$ cat config.mk
export PLATFORM = sky130hd
export DESIGN_NAME = reg_op_fsm
export DESIGN_NICKNAME = d
export VERILOG_FILES = /design/src/rtl/reg_op_fsm.sv
export SDC_FILE = /design/constraint.sdc
export NUM_CORES = 1
export LEC_CHECK = 0
export BUFFER_PORTS_ARGS = -buffer_cell sky130_fd_sc_hd__buf_4
export CORE_UTILIZATION = 35
export CTS_CLUSTER_DIAMETER = 200
export CTS_CLUSTER_SIZE = 25
export DETAILED_ROUTE_END_ITERATION = 8
export GPL_TIMING_DRIVEN = 0
export PLACE_DENSITY_LB_ADDON = 0.3
export SLEW_MARGIN = 20
export SYNTH_ARGS = -nofsm -noshare
export SYNTH_HDL_FRONTEND = slang
export SYNTH_SLANG_ARGS = --single-unit
$ cat constraint.sdc
create_clock -name clk -period 11.1 [get_ports clk]
set_clock_uncertainty 0.1 [all_clocks]
set_input_delay 0.555 -clock clk [delete_from_list [all_inputs] [get_ports clk]]
set_output_delay 0.555 -clock clk [all_outputs]
set_load 0.1 [all_outputs]
$ cat src/rtl/reg_op_fsm.sv
// reg_op_fsm: one UM register-register op (cmov/add/mul/div/nand) per start pulse over reg_bank bus.
// Optional restoring divider for opcode 5 is enabled by defining REG_OP_DIV_EN.
module reg_op_fsm #(
    parameter int unsigned DATA_W = 32,
    parameter int unsigned SEL_W  = 3
) (
    input  logic              clk,
    input  logic              reset,
    input  logic              start,
    input  logic [3:0]        opcode,
    input  logic [SEL_W-1:0]  regA,
    input  logic [SEL_W-1:0]  regB,
    input  logic [SEL_W-1:0]  regC,
    input  logic [DATA_W-1:0] reg_data_out,
    output logic [DATA_W-1:0] reg_in_bus,
    output logic [SEL_W-1:0]  reg_sel,
    output logic              reg_s,
    output logic              bus_en,
    output logic              busy,
    output logic              finished,
    output logic              err
);

    localparam logic [3:0] OpCmov = 4'd0;
    localparam logic [3:0] OpAdd  = 4'd3;
    localparam logic [3:0] OpMul  = 4'd4;
    localparam logic [3:0] OpNand = 4'd6;
`ifdef REG_OP_DIV_EN
    localparam logic [3:0] OpDiv  = 4'd5;
    localparam int unsigned CntW  = (DATA_W > 1) ? $clog2(DATA_W) : 1;
`endif

    typedef enum logic [2:0] {
        StIdle,
        StRdB,
        StRdC,
        StExec,
        StWrA,
        StDone
    } state_e;

    state_e             state_q, state_d;
    logic [3:0]         op_q, op_d;
    logic [SEL_W-1:0]   ra_q, ra_d, rb_q, rb_d, rc_q, rc_d;
    logic [DATA_W-1:0]  opb_q, opb_d, opc_q, opc_d;
    logic [DATA_W-1:0]  res_q, res_d;
    logic               err_q, err_d;
`ifdef REG_OP_DIV_EN
    logic [DATA_W-1:0]  rem_q, rem_d;
    logic [CntW-1:0]    cnt_q, cnt_d;
    logic [DATA_W:0]    rem_sh;
`endif

    always_comb begin
        state_d    = state_q;
        op_d       = op_q;
        ra_d       = ra_q;
        rb_d       = rb_q;
        rc_d       = rc_q;
        opb_d      = opb_q;
        opc_d      = opc_q;
        res_d      = res_q;
        err_d      = err_q;
        reg_in_bus = '0;
        reg_sel    = '0;
        reg_s      = 1'b0;
        bus_en     = 1'b0;
        finished   = 1'b0;
        err        = 1'b0;
        busy       = (state_q != StIdle);
`ifdef REG_OP_DIV_EN
        rem_d      = rem_q;
        cnt_d      = cnt_q;
        // Result register doubles as the dividend/quotient shift register.
        rem_sh     = {rem_q, res_q[DATA_W-1]};
`endif

        case (state_q)
            StIdle: begin
                if (start) begin
                    op_d    = opcode;
                    ra_d    = regA;
                    rb_d    = regB;
                    rc_d    = regC;
                    err_d   = 1'b0;
                    state_d = StRdB;
                end
            end
            StRdB: begin
                bus_en  = 1'b1;
                reg_sel = rb_q;
                opb_d   = reg_data_out;
                state_d = StRdC;
            end
            StRdC: begin
                bus_en  = 1'b1;
                reg_sel = rc_q;
                opc_d   = reg_data_out;
`ifdef REG_OP_DIV_EN
                res_d   = opb_q;
                rem_d   = '0;
                cnt_d   = '0;
`endif
                state_d = StExec;
            end
            StExec: begin
                case (op_q)
                    OpCmov: begin
                        if (opc_q != '0) begin
                            res_d   = opb_q;
                            state_d = StWrA;
                        end else begin
                            state_d = StDone;
                        end
                    end
                    OpAdd: begin
                        res_d   = opb_q + opc_q;
                        state_d = StWrA;
                    end
                    OpMul: begin
                        res_d   = opb_q * opc_q;
                        state_d = StWrA;
                    end
                    OpNand: begin
                        res_d   = ~(opb_q & opc_q);
                        state_d = StWrA;
                    end
`ifdef REG_OP_DIV_EN
                    OpDiv: begin
                        if (opc_q == '0) begin
                            err_d   = 1'b1;
                            state_d = StDone;
                        end else begin
                            if (rem_sh >= {1'b0, opc_q}) begin
                                rem_d = rem_sh[DATA_W-1:0] - opc_q;
                                res_d = {res_q[DATA_W-2:0], 1'b1};
                            end else begin
                                rem_d = rem_sh[DATA_W-1:0];
                                res_d = {res_q[DATA_W-2:0], 1'b0};
                            end
                            cnt_d = cnt_q + CntW'(1);
                            if (cnt_q == CntW'(DATA_W - 1)) begin
                                state_d = StWrA;
                            end
                        end
                    end
`endif
                    default: begin
                        err_d   = 1'b1;
                        state_d = StDone;
                    end
                endcase
            end
            StWrA: begin
                bus_en     = 1'b1;
                reg_sel    = ra_q;
                reg_in_bus = res_q;
                reg_s      = 1'b1;
                state_d    = StDone;
            end
            StDone: begin
                finished = 1'b1;
                err      = err_q;
                state_d  = StIdle;
            end
            default: begin
                state_d = StIdle;
            end
        endcase
    end

    always_ff @(posedge clk or negedge reset) begin
        if (!reset) begin
            state_q <= StIdle;
            op_q    <= '0;
            ra_q    <= '0;
            rb_q    <= '0;
            rc_q    <= '0;
            opb_q   <= '0;
            opc_q   <= '0;
            res_q   <= '0;
            err_q   <= 1'b0;
`ifdef REG_OP_DIV_EN
            rem_q   <= '0;
            cnt_q   <= '0;
`endif
        end else begin
            state_q <= state_d;
            op_q    <= op_d;
            ra_q    <= ra_d;
            rb_q    <= rb_d;
            rc_q    <= rc_d;
            opb_q   <= opb_d;
            opc_q   <= opc_d;
            res_q   <= res_d;
            err_q   <= err_d;
`ifdef REG_OP_DIV_EN
            rem_q   <= rem_d;
            cnt_q   <= cnt_d;
`endif
        end
    end

endmodule

==> impl_metrics.py <==
metrics = {
    "grt": {
        "grt_max_degree": 114,
        "grtUsageTotal_pct": 25.6,
        "grt-ovfl-total": 0,
        "grt_pass1_wl_um": 123000,
        "grt_pass1_vias": 19100,
        "antenna_found_initial": 3,
    },
    "min_path": {
        "hp-class": "input port to asynchronous set/reset pin",
    },
    "cells_and_area": {
        "drive_gt1_share_pct": 8.19,
        "nets": 3152,
        "syn2layout_area_growth_pct": 10.3,
        "final.fill_count": 6448,
    },
    "drt": {
        "vias": 17900,
        "finalWirelength_um": 81800,
        "drc": 0,
        "vias_per_cell": 5.27,
        "first_iter_violations": 1572,
        "first_pass_iters": 8,
        "avgRoutedWirePerCell_um": 24.0,
        "ant_nets": 0,
    },
    "placement": {
        "io_buffer_count": 87,
        "place.gp.congestion": 0.959,
        "dp_hpwl_um": 66000,
    },
    "clock_network": {
        "path_clk_slew_ns": 0.06,
        "cts_setup_buffers": 0,
        "cts_tree": "done",
        "clk_latency_ns": 0.43,
        "cts_buffers": 17,
        "cts_buffer_depth": 2,
        "cts.sinks": 113,
        "htree_levels": 4,
        "post_cts_resized": 0,
        "cts_hold_buf": 0,
        "cts_root_buffer": "clkbuf_16",
    },
    "timing": {
        "max_freq_mhz": 111,
        "setup_viol": 0,
        "worst-slew-pin-transition_ns": 1.16,
        "slew_headroom_pct": 22.5,
        "finalHoldViolations": 0,
        "finalCritPeriodShare_pct": 81.0,
        "slew_viol_final": 0,
        "rsz0062_at_grt": "false",
        "layout_min_cycle_time_ns": 8.99,
        "fin_setup_tns_ns": 0,
    },
    "critical_path": {
        "crit_start": "opb_q[4]",
        "start_kind": "flop",
        "crit_fanout": 10,
        "critPathTopFamily": "adder cells",
        "cpMostUsedCell": "fa_1",
        "rr_worst_depth": 25,
        "worstPathArrival_ns": 9.18,
        "max_stage_delay_ns": 0.79,
        "cp_num_cells": 25,
        "worst-path-buf-inv": 5,
        "cp.required_ns": 11.29,
        "crit_type": "flop to flop",
        "r2r-start": "opb_q[4]",
        "cp-end-kind": "flop",
        "crit_slowest_cell": "clkbuf_1",
    },
    "logic_synthesis": {
        "syn-cell-area_um2": 22500,
        "async_flop_share_pct": 100,
        "yosysTopAreaCell": "fa_1",
        "ys_top_cells_by_count": "fa_1 (409), inv_1 (404), and2_1 (334), nand2_1 (292), ha_1 (155)",
        "yosysMostFrequentCell": "fa_1",
        "yosysSeqAreaShare_pct": 12.6,
        "ys_types": 63,
        "syn-num-nets": 3046,
        "synth_area_leaders": "fa_1 (36%), dfrtp_1 (13%), and2_1 (9.3%)",
        "synth_edf_count": 0,
        "avgSynthCellArea_um2": 9.24,
        "synth_top_area_share_pct": 36.4,
        "synthFlopType": "dfrtp_1",
        "netlist_instances": 2434,
        "yosys_warnings": 0,
        "ys_ff_latch": 113,
    },
    "floorplan": {
        "start_util_pct": 35.5,
        "design.core.area_um2": 63300,
        "die_x_um": 256,
        "num_rows": 92,
        "die_h_um": 256,
        "io_pins": 88,
        "dieArea_um2": 65300,
    },
    "job": {
        "cap_violations": 0,
    },
    "status": {
        "outcome": "completed",
    },
}
worst register-to-register path: stages, from the launching register on:
cell       delay, ns
dfrtp_1         0.49
clkbuf_1        0.79
clkbuf_1        0.79
nand2_1         0.19
fa_1            0.45
inv_1           0.08
fa_1            0.44
fa_1            0.52
inv_1           0.05
fa_1            0.47
inv_1           0.04
ha_1            0.26
ha_1            0.29
fa_1            0.50
fa_1            0.42
ha_1            0.38
a21o_1          0.21
a21o_1          0.18
a2111oi_0       0.45
a21oi_1         0.08
a31o_2          0.30
a211oi_1        0.42
xor2_1          0.28
mux2i_1         0.11
a221oi_1        0.46
o21ai_1         0.11
logic make-up after synthesis:
family,count (synthesis),synth area share (%)
and+or+nand+nor,759,17.4
DFF,113,12.6
buffers and inverters,540,9.02
AOI/OAI and AO/OA,257,7.28
xor gates and xnor gates,112,4.36
adders and majority gates,564,45.0
muxes,89,4.40
layout make-up:
| cell class | instances | area, um2 | share of cell area, % |
|---|---|---|---|
| clock inverter | 11 | 138 | 0.555 |
| inverter | 404 | 1520 | 6.11 |
| buffer | 136 | 512 | 2.06 |
| tap | 846 | 1060 | 4.27 |
| timing repair buffer | 87 | 659 | 2.66 |
| clock buffer | 20 | 457 | 1.84 |
| multi-input combinational | 1781 | 17600 | 71.1 |
| antenna | 3 | 7.51 | 0.0303 |
| sequential | 113 | 2830 | 11.4 |
per-layer routing:
metal	GRT usage (%)	vias up	part of all wire (%)
met5	0	-	0
met4	8.07	0	3.4
met1	33.3	9301	40
li1	-	7742	-
met3	5.20	136	8.3
met2	42.5	753	48
worst paths after layout:
path | to | slack, ns
setup reg to reg | res_q[28] | 2.11
hold reg to reg | res_q[0] | 0.37
setup / recovery | res_q[28] | 2.11
min in group clk | rb_q[1] | 0.26
max in group asynchronous | opb_q[5] | 10.07
hold / removal | rb_q[1] | 0.14
flip-flops by register name (all words and copies together), names as in the netlist:
register  count
opc_q        32
err_q         1
ra_q          3
res_q        32
state_q       3
op_q          4
opb_q        32
rc_q          3
rb_q          3
layout by cell type, fill, tap and decap left out, types with 61 or more instances in the layout:
| cell type | count |
|---|---|
| fa_1 | 409 |
| and2_1 | 334 |
| ha_1 | 155 |
| dfrtp_1 | 113 |
| buf_4 | 86 |
| xnor2_1 | 87 |
| inv_1 | 404 |
| a21oi_1 | 61 |
| mux2_2 | 79 |
| nand2_1 | 292 |
| o21ai_0 | 70 |
| clkbuf_1 | 132 |
metrics by stage:
| stage | cells | instance area [um2] | hold slack (ns) | util, % | setup WS, ns |
|---|---|---|---|---|---|
| 2_1_floorplan | 2434 | 22500 | 0.159 | - | 3.98 |
| 3_3_place_gp | 3367 | 24200 | 0.361 | 38.2 | 2.31 |
| 3_5_place_dp | 3367 | 24200 | 0.362 | 38.2 | 2.24 |
| 4_1_cts | 3398 | 24800 | 0.229 | 39.2 | 2.22 |
| 5_1_grt | 3398 | 24800 | 0.218 | 39.2 | 1.71 |
| 6_report | 3401 | 24800 | 0.142 | 39.2 | 2.11 |
Power is left out: the tool's default activity adds up to more than one toggle a clock period on the data nets, which glitch-free logic cannot reach.
